**config.mk**
```make
export PLATFORM = sky130hd
export DESIGN_NAME = dac_spi_driver_flat
export DESIGN_NICKNAME = d
export VERILOG_FILES = /design/src/rtl/dac_spi_driver_pkg.sv /design/src/rtl/dac_spi_driver_if.sv /design/src/rtl/dac_spi_driver_sclk_tick_gen.sv /design/src/rtl/dac_spi_driver.sv /design/src/flat_wrapper.sv
export SDC_FILE = /design/constraint.sdc
export NUM_CORES = 1
export LEC_CHECK = 0
export BUFFER_PORTS_ARGS = -buffer_cell sky130_fd_sc_hd__buf_2
export CAP_MARGIN = 30
export CORE_AREA = 3 3 53 55
export DETAILED_ROUTE_END_ITERATION = 10
export DIE_AREA = 0 0 56 58
export PLACE_DENSITY = 0.8
export SLEW_MARGIN = 20
export SYNTH_ARGS = -nofsm -noshare
export SYNTH_HDL_FRONTEND = slang
export SYNTH_SLANG_ARGS = --single-unit
```
**constraint.sdc**
```tcl
create_clock -name clk -period 3.3 [get_ports clk]
set_input_delay 0.495 -clock clk [delete_from_list [all_inputs] [get_ports clk]]
set_output_delay 0.495 -clock clk [all_outputs]
set_load 0.02 [all_outputs]
```
**src/rtl/dac_spi_driver_pkg.sv**
```systemverilog
// Shared types, constants and frame-building helpers for the DAC SPI driver.
package dac_spi_pkg;

  localparam int              FRAME_BITS = 16;
  localparam int              DATA_BITS  = 12;
  localparam logic [1:0]      PD_NORMAL  = 2'b00;
  localparam logic [11:0]     SAT_MAX    = 12'hFFF;

  typedef enum logic [2:0] {
    IDLE,
    SETUP,
    SHIFT_LO,
    SHIFT_HI,
    HOLD
  } state_e;

  // Clamp an unsigned 16-bit sample to the DAC code range.
  function automatic logic [DATA_BITS-1:0] sat_code(input logic [15:0] s);
    if (s > {4'b0000, SAT_MAX}) begin
      return SAT_MAX;
    end
    return s[DATA_BITS-1:0];
  endfunction

  // Build the 16-bit DAC word: two don't-care zeros, power-down bits, code.
  function automatic logic [FRAME_BITS-1:0] make_frame(input logic [15:0] s);
    return {2'b00, PD_NORMAL, sat_code(s)};
  endfunction

endpackage

```
**src/rtl/dac_spi_driver_if.sv**
```systemverilog
// Sample handshake between a waveform generator (master) and the DAC driver (slave).
interface dac_spi_driver_if;

  logic        ena;
  logic [15:0] sample;
  logic        sample_valid;
  logic        ready;

  modport master (
    output ena,
    output sample,
    output sample_valid,
    input  ready
  );

  modport slave (
    input  ena,
    input  sample,
    input  sample_valid,
    output ready
  );

endinterface

```
**src/rtl/dac_spi_driver_sclk_tick_gen.sv**
```systemverilog
// Divider producing a one-cycle tick every CLK_DIV clocks while enabled.
// restart_i re-aligns the phase so the first tick lands CLK_DIV cycles later.
module sclk_tick_gen #(
  parameter int CLK_DIV = 2
) (
  input  logic clk,
  input  logic rst,
  input  logic en_i,
  input  logic restart_i,
  output logic tick_o
);

  localparam int                CNT_W = (CLK_DIV > 1) ? $clog2(CLK_DIV) : 1;
  localparam logic [CNT_W-1:0]  LAST  = CNT_W'(CLK_DIV - 1);

  logic [CNT_W-1:0] cnt_q;
  logic [CNT_W-1:0] cnt_d;

  assign tick_o = en_i && (cnt_q == LAST);

  // Next count: clear on restart, when idle, or on wrap; otherwise count up.
  always_comb begin
    cnt_d = cnt_q;
    if (restart_i || !en_i || tick_o) begin
      cnt_d = '0;
    end else begin
      cnt_d = cnt_q + 1'b1;
    end
  end

  // Divider count register.
  always_ff @(posedge clk or posedge rst) begin
    if (rst) begin
      cnt_q <= '0;
    end else begin
      cnt_q <= cnt_d;
    end
  end

endmodule

```
**src/rtl/dac_spi_driver.sv**
```systemverilog
// Accepts 16-bit samples, saturates them to 12 bits and shifts them out as
// 16-bit SPI frames to a SYNC-framed DAC that samples on falling SCLK.
module dac_spi_driver
  import dac_spi_pkg::*;
#(
  parameter int CLK_DIV = 2
) (
  input  logic             clk,
  input  logic             rst,
  dac_spi_driver_if.slave  s_if,
  output logic             sync_n,
  output logic             sclk,
  output logic             sdata,
  output logic             busy,
  output logic             frame_done
);

  localparam int              CNT_W    = $clog2(FRAME_BITS);
  localparam logic [CNT_W-1:0] LAST_BIT = CNT_W'(FRAME_BITS - 1);

  state_e                  state_q;
  state_e                  state_d;
  logic [FRAME_BITS-1:0]   shreg_q;
  logic [FRAME_BITS-1:0]   shreg_d;
  logic [CNT_W-1:0]        bit_cnt_q;
  logic [CNT_W-1:0]        bit_cnt_d;
  logic                    frame_done_q;
  logic                    frame_done_d;
  logic                    tick;
  logic                    accept;
  logic                    active;

  assign active      = (state_q != IDLE);
  assign s_if.ready  = s_if.ena && (state_q == IDLE);
  assign accept      = s_if.sample_valid && s_if.ready;
  assign busy        = active;
  assign frame_done  = frame_done_q;

  sclk_tick_gen #(
    .CLK_DIV (CLK_DIV)
  ) u_tick (
    .clk       (clk),
    .rst       (rst),
    .en_i      (active),
    .restart_i (accept),
    .tick_o    (tick)
  );

  // FSM state register; reset aborts any frame in flight.
  always_ff @(posedge clk or posedge rst) begin
    if (rst) begin
      state_q <= IDLE;
    end else begin
      state_q <= state_d;
    end
  end

  // FSM next state: every transition after acceptance waits for a divider tick.
  always_comb begin
    state_d = state_q;
    case (state_q)
      IDLE:     if (accept) state_d = SETUP;
      SETUP:    if (tick)   state_d = SHIFT_LO;
      SHIFT_LO: if (tick)   state_d = SHIFT_HI;
      SHIFT_HI: if (tick)   state_d = (bit_cnt_q == LAST_BIT) ? HOLD : SHIFT_LO;
      HOLD:     if (tick && (bit_cnt_q == CNT_W'(1))) state_d = IDLE;
      default:  state_d = IDLE;
    endcase
  end

  // FSM outputs: SPI pins decoded from state; sdata is the shifter MSB while framed.
  always_comb begin
    sync_n = 1'b1;
    sclk   = 1'b1;
    sdata  = 1'b0;
    case (state_q)
      SETUP: begin
        sync_n = 1'b0;
        sdata  = shreg_q[FRAME_BITS-1];
      end
      SHIFT_LO: begin
        sync_n = 1'b0;
        sclk   = 1'b0;
        sdata  = shreg_q[FRAME_BITS-1];
      end
      SHIFT_HI: begin
        sync_n = 1'b0;
        sdata  = shreg_q[FRAME_BITS-1];
      end
      default: ;
    endcase
  end

  // Shifter, bit/hold counter and frame_done next values.
  // The shifter advances on the rising SCLK edge so data is stable across each fall.
  // The bit counter is reused to count the two HOLD half-periods.
  always_comb begin
    shreg_d      = shreg_q;
    bit_cnt_d    = bit_cnt_q;
    frame_done_d = 1'b0;
    case (state_q)
      IDLE: begin
        if (accept) begin
          shreg_d   = make_frame(s_if.sample);
          bit_cnt_d = '0;
        end
      end
      SHIFT_LO: begin
        if (tick) shreg_d = {shreg_q[FRAME_BITS-2:0], 1'b0};
      end
      SHIFT_HI: begin
        if (tick) begin
          if (bit_cnt_q == LAST_BIT) begin
            bit_cnt_d    = '0;
            frame_done_d = 1'b1;
          end else begin
            bit_cnt_d = bit_cnt_q + 1'b1;
          end
        end
      end
      HOLD: begin
        if (tick) bit_cnt_d = bit_cnt_q + 1'b1;
      end
      default: ;
    endcase
  end

  // Control registers: bit counter and the frame_done pulse.
  always_ff @(posedge clk or posedge rst) begin
    if (rst) begin
      bit_cnt_q    <= '0;
      frame_done_q <= 1'b0;
    end else begin
      bit_cnt_q    <= bit_cnt_d;
      frame_done_q <= frame_done_d;
    end
  end

  // Frame shift register; only observed while SYNC is low, so it needs no reset.
  always_ff @(posedge clk) begin
    shreg_q <= shreg_d;
  end

endmodule
```
**src/flat_wrapper.sv**
```systemverilog
// flat-port wrapper written by rule: the top's interface ports become plain ports
module dac_spi_driver_flat import dac_spi_pkg::*;
#(
  parameter int CLK_DIV = 2
)
  (clk, rst, sync_n, sclk, sdata, busy, frame_done, s_if_ena, s_if_sample, s_if_sample_valid, s_if_ready);
  dac_spi_driver_if s_if_i ();
  input  logic clk;
  input  logic rst;
  output logic sync_n;
  output logic sclk;
  output logic sdata;
  output logic busy;
  output logic frame_done;
  input wire logic [$bits(s_if_i.ena)-1:0] s_if_ena;
  input wire logic [$bits(s_if_i.sample)-1:0] s_if_sample;
  input wire logic [$bits(s_if_i.sample_valid)-1:0] s_if_sample_valid;
  output wire logic [$bits(s_if_i.ready)-1:0] s_if_ready;
  assign s_if_i.ena = s_if_ena;
  assign s_if_i.sample = s_if_sample;
  assign s_if_i.sample_valid = s_if_sample_valid;
  assign s_if_ready = s_if_i.ready;
  dac_spi_driver #(.CLK_DIV(CLK_DIV)) u_core (.clk(clk), .rst(rst), .s_if(s_if_i), .sync_n(sync_n), .sclk(sclk), .sdata(sdata), .busy(busy), .frame_done(frame_done));
endmodule
```
==> Word-level counts from Yosys, hierarchy flattened <==
Cells that the tools add are included.
{ "totals": {"register_bits": 25, "latchBits": 0, "ramBits": 0, "mem_bits_ro": 0, "out_inout_bits": 6, "wordCells": 62, "n_memories": 0} }
{ "op_classes": {"addsub": 2, "mul": 0, "div": 0, "order_cmp": 1, "n_eq_ne": 12, "shift": 0, "mux": 27, "bitwise": 0, "n_reduce_logical": 15} }
{ "ops": {"columns": ["cell", "count"], "rows": [
  ["16-bit 2-to-1 mux", 2],
  ["16-bit case mux with 2 select lines", 1],
  ["12-bit 2-to-1 mux", 2],
  ["3-bit 2-to-1 mux", 6],
  ["16-bit by 12-bit greater-than comparator with 1-bit output, second input constant", 1],
  ["4-bit 2-to-1 mux", 4],
  ["3-bit case mux with 5 select lines", 1],
  ["4-bit case mux with 3 select lines", 1],
  ["1-bit 2-to-1 mux", 10],
  ["2-bit by 1-bit inequality test with 1-bit output, second input constant", 5],
  ["3-bit by 2-bit equality test with 1-bit output, second input constant", 2],
  ["3-bit nonzero test", 2],
  ["5-bit AND reduction", 1],
  ["4-bit by 1-bit adder with 4-bit output, second input constant", 1],
  ["4-bit by 1-bit equality test with 1-bit output, second input constant", 1],
  ["4-bit equality test, second input constant", 1],
  ["1-bit logical AND", 4],
  ["4-bit AND reduction", 1],
  ["3-bit by 1-bit equality test with 1-bit output, second input constant", 1],
  ["3-bit equality test, second input constant", 1],
  ["3-bit zero test", 1],
  ["3-bit AND reduction", 1],
  ["3-bit OR reduction", 1],
  ["1-bit logical OR", 2],
  ["other kinds (4)", 4]
]} }

==> Depth between registers and ports, before layout <==
Gate-level depths: netlist of run 1.
{ "logic_depth": {"ltp_word": 8, "depth_mapped": 6, "depth_no_buf": 5} }

==> Cells and area by module <==
Synthesis of run 1 repeated with hierarchy kept, for this count alone.
{ "unflattened": {"hier_cells": 101, "area_unflattened_um2": 1226.2} }
{ "modules_own_cells": {"columns": ["mod", "instances", "cells_each", "area_per_inst_um2", "seq_area_each_um2"], "rows": [
  ["dac_spi_driver", 1, 97, 1177.4, 680.7],
  ["sclk_tick_gen", 1, 4, 48.8, 25.0]
]} }

==> Least setup slack after synthesis of run 1 <==
OpenSTA, ideal clock, no wires.
{ "synth_timing": {"path_kind": "register to register", "start": "register u_core.state_q[1]", "end": "register u_core.shreg_q[0] (enable)", "t_arrival_ns": 1.993, "t_required_ns": 2.883, "setup_slack_ns": 0.890, "stages_incl_launch_ff": 4, "path_buffers": 1, "cell_sequence": "dfrtp_1 > buf_6 > nand3b_1 > a211oi_1"} }
{ "synth_between": {"elab_chain_cells": 5, "word_cells_on_any_way": 10, "cone_classes": "3 x eq/ne; 7 x reduce/logical"} }
{ "synth_lines": {"columns": ["item", "line", "source"], "rows": [
  ["start, declared", "dac_spi_driver.sv:21", "state_e state_q;"],
  ["start signal, assigned", "dac_spi_driver.sv:54", "state_q <= state_d;"],
  ["3-bit zero test", "dac_spi_driver.sv:34, dac_spi_driver.sv:101", null],
  ["1-bit logical AND", "dac_spi_driver.sv:34", "assign s_if.ready = s_if.ena && (state_q == IDLE);"],
  ["1-bit logical AND", "dac_spi_driver.sv:35", "assign accept = s_if.sample_valid && s_if.ready;"],
  ["2-bit inequality test (no source line)", null, null],
  ["3-bit AND reduction (no source line) *", null, null],
  ["end signal, assigned", "dac_spi_driver.sv:141", "shreg_q <= shreg_d;"],
  ["end, declared", "dac_spi_driver.sv:23", "logic [FRAME_BITS-1:0] shreg_q;"]
]} }
Mark *: on every way between the ends. The rest lies on a longest branch, timed or not.
A chain may end at the register's enable or synchronous reset.

==> Final worst setup path of run 1 <==
{ "layout_timing": {"start": "register u_core.state_q[0]", "end": "output s_if_ready"} }
{ "layout_between": {"elab_chain_cells": 2} }
{ "layout_lines": {"columns": ["item", "line", "source"], "rows": [
  ["3-bit zero test", "dac_spi_driver.sv:34", null],
  ["1-bit logical AND", "dac_spi_driver.sv:34", null],
  ["end, declared", "flat_wrapper.sv:18", "output wire logic [$bits(s_if_i.ready)-1:0] s_if_ready;"]
]} }
Every way passes these cells.

==> results of run 1 <==
how the worst max path moves through the flow:
stage	to	slack, ps	depth (start not counted)	start
finish	s_if_ready	1190	4	u_core.state_q[0]
global route	sdata	1080	4	u_core.state_q[0]
CTS	s_if_ready	1200	4	u_core.state_q[0]
detailed placement	u_core.shreg_q[11]	1490	4	s_if_sample[13]
global placement	u_core.shreg_q[9]	1580	4	s_if_sample[13]
floorplan	u_core.shreg_q[0]	890	3	u_core.state_q[1]
registers in the layout, indices dropped and copies added, names as in the netlist:
register / count
u_core.shreg_q: 16
u_core.bit_cnt_q: 4
u_core.state_q: 3
u_core.frame_done: 1
u_core.u_tick.cnt_q: 1
metrics by stage:
step                      instance area [um2]  power, mW  utilization (%)
after floorplan                          1215     0.8699                -
after global placement                   1344     0.9351            55.25
after detailed placement                 1344     0.9585            55.25
after CTS                                1370      1.088            56.33
after global routing                     1370      1.163            56.33
final                                    1370      1.081            56.33
synthesized netlist by cell type, types with 2 or more instances:
library cell and instances:
a21oi_1 3, and2_1 5, buf_4 2, buf_6 2, dfrtp_1 9, edfxtp_1 16
ha_1 2, inv_1 7, nand2_1 3, nand3_1 4, nand3b_1 2, nor2_1 7
o22a_1 11
area by class of cell:
type / count / share of cell area (%)
Clock buffer: 4 / 1.918
Inverter: 8 / 2.192
Multi-Input combinational cell: 58 / 31.96
Sequential cell: 25 / 51.51
Tap cell: 30 / 2.740
Timing Repair Buffer: 26 / 9.680
per-layer routing:
| layer | share of wire (%) | track usage [%] |
|---|---|---|
| met5 | 0 | 0 |
| met4 | 0.79 | 4.746 |
| met3 | 4.0 | 3.341 |
| met2 | 49 | 25.88 |
| met1 | 46 | 19.53 |
critical path: cells and delay by family (launching register included):
kind / cells / cell delay, ps
buf+inv: 1 / 160
flops: 1 / 520
simple gates: 3 / 620
power by group:
group / total [mW] / switching (mW) / internal, mW
Sequential: 0.540 / 0.0719 / 0.468
Clock: 0.133 / 0.0858 / 0.0472
Combinational: 0.408 / 0.236 / 0.172
logic make-up (layout without fill, tap and decap cells):
family	Yosys count	count (layout)	share of synthesized area, %
AOI/OAI and AO/OA	22	22	15.86
and+or+nand+nor	33	33	16.89
DFF	25	25	58.08
buffers and inverters	14	38	6.281
muxes	1	1	0.8239
adders and majority gates	2	2	2.059
==> out/qor.csv, run 1 <==
stage,metric,value,unit
clocking,cts_hold_buf,0,
setup_path,cp.required,2800,ps
yosys,synth_top_area_share,39.55,%
timing,max_slew_margin,74.08,%
placed_design,hpwlAfterDp,1.599,mm
status,outcome,completed,
power,vdd_ir_drop_max,0.0003946,V
global_routing,grt.total_usage,15.20,%
timing,finalSetupViolations,0,
finish,regArea,705.7,um2
yosys,synth_warnings,0,
finish,final_nets,144,
timing,finalWorstSetupSlack,1187,ps
clocking,htreeDepth,1,
setup_path,path_cells,or2_4 -> nor2_1 -> and2_1 -> buf_2,
placed_design,place_ws,1489,ps
yosys,syn-num-nets,119,
flow_run,maxCapViolCount,0,
global_routing,grt_antenna_before_repair,0,
timing,drv_slew,0,
setup_path,r2r-start,u_core.state_q[1],
global_routing,grt_first_pass_wirelength,3.891,mm
drt,vias,835,
placed_design,io_buffers,25,
setup_path,critPathMaxFanout,9,
finish,antenna_cells,0,
timing,clock-skew-final,9.640,ps
timing,fin_crit_sh,64.04,%
timing,rsz0062_at_grt,no,
yosys,synth_edf_count,16,
global_routing,grt_pass1_vias,867,
yosys,synthArstFlopShare,36.00,%
global_routing,gr-total-overflow,0,
finish,final_common_cell,buf_2,
timing,tns,0,ps
placed_design,place_inst,147,
yosys,ys_seq_area_share,58.08,%
finish,final_cell_mix,"buf_2, edfxtp_1, o22a_1",
clocking,cts_made_buffers,3,
clocking,cts_resized,0,
die,die_w,56,um
clocking,cts.path.max_buffers,2,
finish,instances_no_fill,151,
drt,first_pass_iters,4,
yosys,synth_top_flop_cell,edfxtp_1,
drt,drc,0,
clocking,root_buffer,clkbuf_4,
hold_path,worstHoldPathType,input port to async pin,
clocking,clk_pin_slew_worst_paths,130,ps
yosys,avgSynthCellArea,12.52,um2
die,ioPinCount,26,
finish,multi_input_area,437.9,um2
clocking,cts_tree,done,
finish,syn_to_final_growth,12.77,%
yosys,synthesis.area,1215,um2
setup_path,cpPeakStageDelay,520,ps
drt,drt-initial-drc-count,20,
die,core,2432,um2
power,powerDensity,789.2,nW/um2
yosys,yosysTopAreaCell,edfxtp_1,
setup_path,worstSetupStartpointType,flop,
finish,drive_above_1_share,30.58,%
setup_path,arrival,1620,ps
timing,worst_pin_slew,387.9,ps
yosys,synth_seq_cells,25,
drt,routed_wl,2.156,mm
placed_design,gp_congestion,0.7874,
setup_path,critical_path_class,flop to output port,
timing,fin_crit,2113,ps
setup_path,r2r_end,u_core.shreg_q[9],
clocking,cts_setup_buffers,0,
clocking,worst_skew_pair.late_latency,310,ps
setup_path,r2r_slack,1570,ps
setup_path,cp-end-kind,output port,
global_routing,grt_start_max_net_pins,18,
die,die_area,3248,um2
drt,wl_per_cell,14.28,um
power,p_leak,0.5475,nW
die,rows,18,
timing,hold_violations,0,
yosys,synth_area_leaders,"edfxtp_1, dfrtp_1, o22a_1, and2_1, inv_1",
setup_path,cp_slowest_cell,dfrtp_1,
drt,ant_nets,0,
finish,fillerInstances,192,
die,die_y,58,um
die,initial_core_util,49.95,%
setup_path,worstRegToRegCells,4,
clocking,cts.sinks,25,
yosys,synth.distinct_cells,37,
timing,max_freq,473.2,MHz
drt,viasPerCell,5.530,
yosys,syn_inst,97,
timing,hold_ws,110.7,ps
Power figures use the tool's default switching activity.
==> inputs of run 2 (changes only) <==
==> constraint.sdc (replaced) <==
create_clock -name clk -period 1.98 [get_ports clk]
set_input_delay 0.297 -clock clk [delete_from_list [all_inputs] [get_ports clk]]
set_output_delay 0.297 -clock clk [all_outputs]
set_load 0.02 [all_outputs]
==> run 2 against run 1 <==
Clock skew decreased by 3.2 ps. Clock-buffer cell count decreased by 1. Power rose by 68%. Flip-flop and latch count unchanged. Worst setup slack worse by 1000 ps. Sequential share of layout area decreased by 0.38 points.
==> out/qor.csv, run 2 (synthesized netlist as in run 1, its figures left out) <==
stage,metric,value,unit
finish,instances_no_fill,152,
die,die_y,58,um
placed_design,place_inst,147,
clocking,cts.path.max_buffers,2,
die,core,2432,um2
setup_path,arrival,1520,ps
hold_path,min-delay-start,s_if_sample[4],
hold_path,worstHoldPathType,input port to flop,
die,ioPinCount,26,
global_routing,grt_first_pass_wirelength,3.546,mm
drt,drt-initial-drc-count,21,
global_routing,grt.total_usage,14.55,%
setup_path,cp_slowest_cell,dfrtp_2,
finish,syn_to_final_growth,14.21,%
clocking,clk_pin_slew_worst_paths,140,ps
drt,viasPerCell,5.441,
drt,ant_nets,0,
timing,drv_slew,0,
setup_path,critPathMaxFanout,13,
timing,fin_crit,1814,ps
clocking,cts_setup_buffers,0,
flow_run,maxCapViolCount,0,
timing,max_freq,551.1,MHz
timing,max_slew_margin,75.84,%
finish,max_flop_register,u_core.shreg_q,
timing,finalSetupViolations,0,
setup_path,cp.required,1680,ps
finish,fillerInstances,199,
placed_design,gp_congestion,0.8162,
placed_design,io_buffers,25,
drt,drc,0,
setup_path,path_cells,nor3b_4 -> inv_2 -> buf_2,
die,die_area,3248,um2
drt,wl_per_cell,14.19,um
timing,hold_violations,0,
clocking,root_buffer,clkbuf_4,
clocking,worst_skew_pair.late_latency,320,ps
timing,tns,0,ps
clocking,cts_made_buffers,3,
timing,worst_pin_slew,359.1,ps
placed_design,hpwlAfterDp,1.553,mm
clocking,cts.sinks,25,
setup_path,cpPeakStageDelay,510,ps
clocking,cts_tree,done,
power,fin_total_pwr,1.816,mW
power,vdd_ir_drop_max,0.0006045,V
global_routing,grt_antenna_before_repair,0,
finish,final_cell_mix,"buf_2, edfxtp_1, o22a_1",
finish,largest_reg_flops,16,
setup_path,worstSetupStartpointType,flop,
finish,final_common_cell,buf_2,
power,p_leak,0.5506,nW
clocking,htreeDepth,1,
die,initial_core_util,49.95,%
timing,clock-skew-final,6.430,ps
timing,rsz0062_at_grt,no,
global_routing,grt_pass1_vias,812,
power,powerDensity,1309,nW/um2
setup_path,r2r-start,u_core.state_q[2],
timing,fin_crit_sh,91.64,%
drt,first_pass_iters,4,
setup_path,cp-end-kind,output port,
drt,vias,827,
finish,drive_above_1_share,34.43,%
setup_path,cp-startpoint,u_core.state_q[2],
setup_path,critical_path_class,flop to output port,
finish,reg_top3,"u_core.shreg_q (16), u_core.bit_cnt_q (4), u_core.state_q (3)",
status,outcome,completed,
global_routing,grt_start_max_net_pins,18,
die,rows,18,
die,die_w,56,um
finish,antenna_cells,0,
drt,routed_wl,2.157,mm
global_routing,gr-total-overflow,0,
finish,final_nets,145,
## run 2: cell type report
| type | count | area, um2 | area share (%) |
|---|---|---|---|
| tap | 30 | 37.54 | 2.705 |
| multi-input combinational | 58 | 440.4 | 31.74 |
| sequential | 25 | 709.4 | 51.13 |
| timing repair buffer | 27 | 142.6 | 10.28 |
| clock inverter | 1 | 5.005 | 0.3607 |
| inverter | 8 | 30.03 | 2.164 |
| clock buffer | 3 | 22.52 | 1.623 |
## run 2: stage by stage
step	hold slack, ps	setup WS (ps)	area [um2]	utilization, %
after detailed placement	282.5	299.1	1344	55.25
after global routing	226.6	58.74	1388	57.05
after global placement	279.7	333.4	1344	55.25
after CTS	242.0	82.15	1381	56.79
final	244.7	165.6	1388	57.05
after floorplan	124.9	127.5	1220	-
## run 2: final timing paths
kind | cells after the start | end | slack, ps
min in group asynchronous | 3 | u_core.bit_cnt_q[1] | 460
max in group asynchronous | 3 | u_core.state_q[0] | 1250
hold / removal | 2 | u_core.shreg_q[4] | 240
hold reg to reg | 1 | u_core.bit_cnt_q[0] | 540
setup / recovery | 3 | sclk | 170
setup reg to reg | 4 | u_core.shreg_q[3] | 330
## run 2: where the power goes
part           switching, mW  internal, mW
registers              0.115         0.784
logic                  0.398         0.291
clock network          0.152        0.0756
total                  0.666          1.15
## run 2: what timing repair did
action,in CTS,in global routing
hold buffers,1,0
gates resized for setup,0,4
hold endpoints to repair,9,0
endpoints found under the setup margin,0,2
## run 2: layer usage
metal | GRT usage [%] | vias to the layer above | wire length (um)
met3 | 3.341 | 4 | 86
li1 | - | 411 | -
met1 | 16.96 | 390 | 915
met2 | 24.87 | 22 | 1117
met5 | 0 | - | 0
met4 | 8.136 | 0 | 39
## run 2: worst max-delay path, delay by kind of cell, from the launching register on
family | cells | cell delay [ps]
flip-flops | 1 | 510
buffers and inverters | 2 | 360
AND/OR/NAND/NOR | 1 | 320
==> inputs of run 3 (changes only) <==
--- a/config.mk
+++ b/config.mk
@@ -15,3 +15,4 @@
 export SYNTH_ARGS = -nofsm -noshare
 export SYNTH_HDL_FRONTEND = slang
 export SYNTH_SLANG_ARGS = --single-unit
+export TNS_END_PERCENT = 10
==> constraint.sdc (replaced) <==
create_clock -name clk -period 1.83 [get_ports clk]
set_input_delay 0.2745 -clock clk [delete_from_list [all_inputs] [get_ports clk]]
set_output_delay 0.2745 -clock clk [all_outputs]
set_load 0.02 [all_outputs]
==> run 3 against run 2 <==
Via count up 1.7%. Register-to-register slack worse by 110 ps. Core utilization up 2.4 points. Sequential power up 5.7%. Worst setup slack worse by 82 ps. Power up 15%. Clock-buffer cell count unchanged. Flip-flop and latch count unchanged. Critical endpoint is now s_if_ready. Largest cell class unchanged.
==> out/qor.csv, run 3 (synthesized netlist as in run 1, its figures left out) <==
stage,metric,value,unit
timing,clock-skew-final,4.516,ps
timing,hold_violations,0,
timing,hold_ws,230.6,ps
placed_design,place_inst,148,
global_routing,gr-total-overflow,0,
setup_path,cp-end-kind,output port,
timing,finalWorstSetupSlack,83.68,ps
setup_path,cp_slowest_cell,dfrtp_2,
hold_path,min-delay-start,s_if_sample[8],
timing,finalSetupViolations,0,
setup_path,critPathMaxFanout,6,
finish,instances_no_fill,158,
hold_path,min_path_cells,2,
clocking,root_buffer,clkbuf_4,
setup_path,critPathTopFamily,simple AND/OR/NAND/NOR gates,
finish,final_common_cell,buf_2,
clocking,htreeDepth,1,
timing,drv_slew,0,
setup_path,r2r_slack,220,ps
power,p_leak,0.5841,nW
setup_path,r2r-start,u_core.state_q[1],
setup_path,path_cells,or2_4 -> nor2_2 -> and2_1 -> buf_2,
global_routing,grt_antenna_before_repair,0,
setup_path,r2r_end,u_core.shreg_q[15],
finish,antenna_cells,0,
clocking,clk_pin_slew_worst_paths,130,ps
drt,drc,0,
die,die_y,58,um
global_routing,grt.total_usage,14.98,%
finish,reg_top3,"u_core.shreg_q (16), u_core.bit_cnt_q (4), u_core.state_q (3)",
die,initial_core_util,49.95,%
drt,first_pass_iters,4,
global_routing,grt_pass1_vias,829,
finish,final_cell_mix,"buf_2, edfxtp_1, o22a_1",
clocking,worst_skew_pair.late_latency,320,ps
timing,tns,0,ps
setup_path,arrival,1470,ps
flow_run,maxCapViolCount,0,
drt,wl_per_cell,14.68,um
finish,utilization,59.41,%
drt,ant_nets,0,
drt,vias,841,
timing,rsz0062_at_grt,yes,
placed_design,gp_congestion,0.8725,
global_routing,grt_start_max_net_pins,18,
setup_path,worstRegToRegCells,4,
finish,largest_reg_flops,16,
timing,fin_crit_sh,95.43,%
clocking,cts_made_buffers,3,
timing,fin_crit,1746,ps
global_routing,grt_first_pass_wirelength,3.684,mm
timing,max_freq,572.6,MHz
die,core,2432,um2
finish,max_flop_register,u_core.shreg_q,
finish,syn_to_final_growth,18.95,%
die,ioPinCount,26,
setup_path,crit_buf_inv,1,
placed_design,place_ws,191.6,ps
placed_design,io_buffers,25,
hold_path,worstHoldPathType,input port to flop,
setup_path,worstSetupStartpointType,flop,
timing,max_slew_margin,75.63,%
clocking,cts.sinks,25,
setup_path,critical_path_class,flop to output port,
drt,viasPerCell,5.323,
status,outcome,completed,
setup_path,cpPeakStageDelay,460,ps
finish,drive_above_1_share,36.72,%
setup_path,cp.required,1560,ps
power,vdd_ir_drop_max,0.0008348,V
finish,final_nets,151,
power,powerDensity,1449,nW/um2
hold_path,holdPathEnd,u_core.shreg_q[8],
timing,worst_pin_slew,365.2,ps
clocking,cts_tree,done,
die,die_area,3248,um2
clocking,cts.path.max_buffers,2,
die,die_w,56,um
drt,routed_wl,2.320,mm
drt,drt-initial-drc-count,23,
placed_design,hpwlAfterDp,1.711,mm
die,rows,18,
-- run 3: cell count changes in the layout (fill, tap and decap cells not counted) --
cell,change
a211oi_2,-1
a211oi_4,+1
buf_4,+5
dlymetal6s2s_1,+1
-- run 3: how the worst max path moves through the flow --
stage                      start                 end  slack, ps  cells after the start
3_5_place_dp   u_core.state_q[2]  u_core.shreg_q[10]        190                      4
4_1_cts        u_core.state_q[0]          s_if_ready         30                      4
6_report       u_core.state_q[1]          s_if_ready         80                      4
2_1_floorplan  u_core.state_q[1]   u_core.shreg_q[0]        170                      3
3_3_place_gp   u_core.state_q[2]  u_core.shreg_q[10]        270                      4
5_1_grt        u_core.state_q[1]          s_if_ready        -10                      4
-- run 3: per-stage QoR --
step,area (um2),power [mW]
6_report,1445,2.094
4_1_cts,1401,2.023
2_1_floorplan,1227,1.590
5_1_grt,1445,2.234
3_5_place_dp,1359,1.770
3_3_place_gp,1359,1.732
-- run 3: area by class of cell --
type                    instances  area (um2)
clock inverters                 1       5.005
clock buffers                   3       22.52
repair buffers                 33       192.7
inverters                       8       30.03
well taps                      30       37.54
multi-input cells              58       447.9
flip-flops and latches         25       709.4
fillers                       201       987.2
-- run 3: report_power, final --
group	internal, mW	switching [mW]	leakage (nW)
combinational	0.408	0.489	0.315
sequential	0.849	0.102	0.251
clock	0.0819	0.163	0.0177
total	1.34	0.755	0.584
-- run 3: repair_timing --
action / 4_1_cts / 5_1_grt
endpoints found under the hold margin: 9 / 0
setup endpoints to repair: 2 / 3
gates cloned: 0 / 0
gates resized for setup: 3 / 1
buffers inserted: 0 / 5
hold buffers: 1 / 0
-- run 3: routing by layer --
layer / wire length, um / track usage [%] / up-vias
li1: - / - / 417
met1: 980 / 17.68 / 409
met2: 1256 / 27.38 / 11
met3: 61 / 2.895 / 4
met4: 21 / 5.085 / 0
met5: 0 / 0 / -
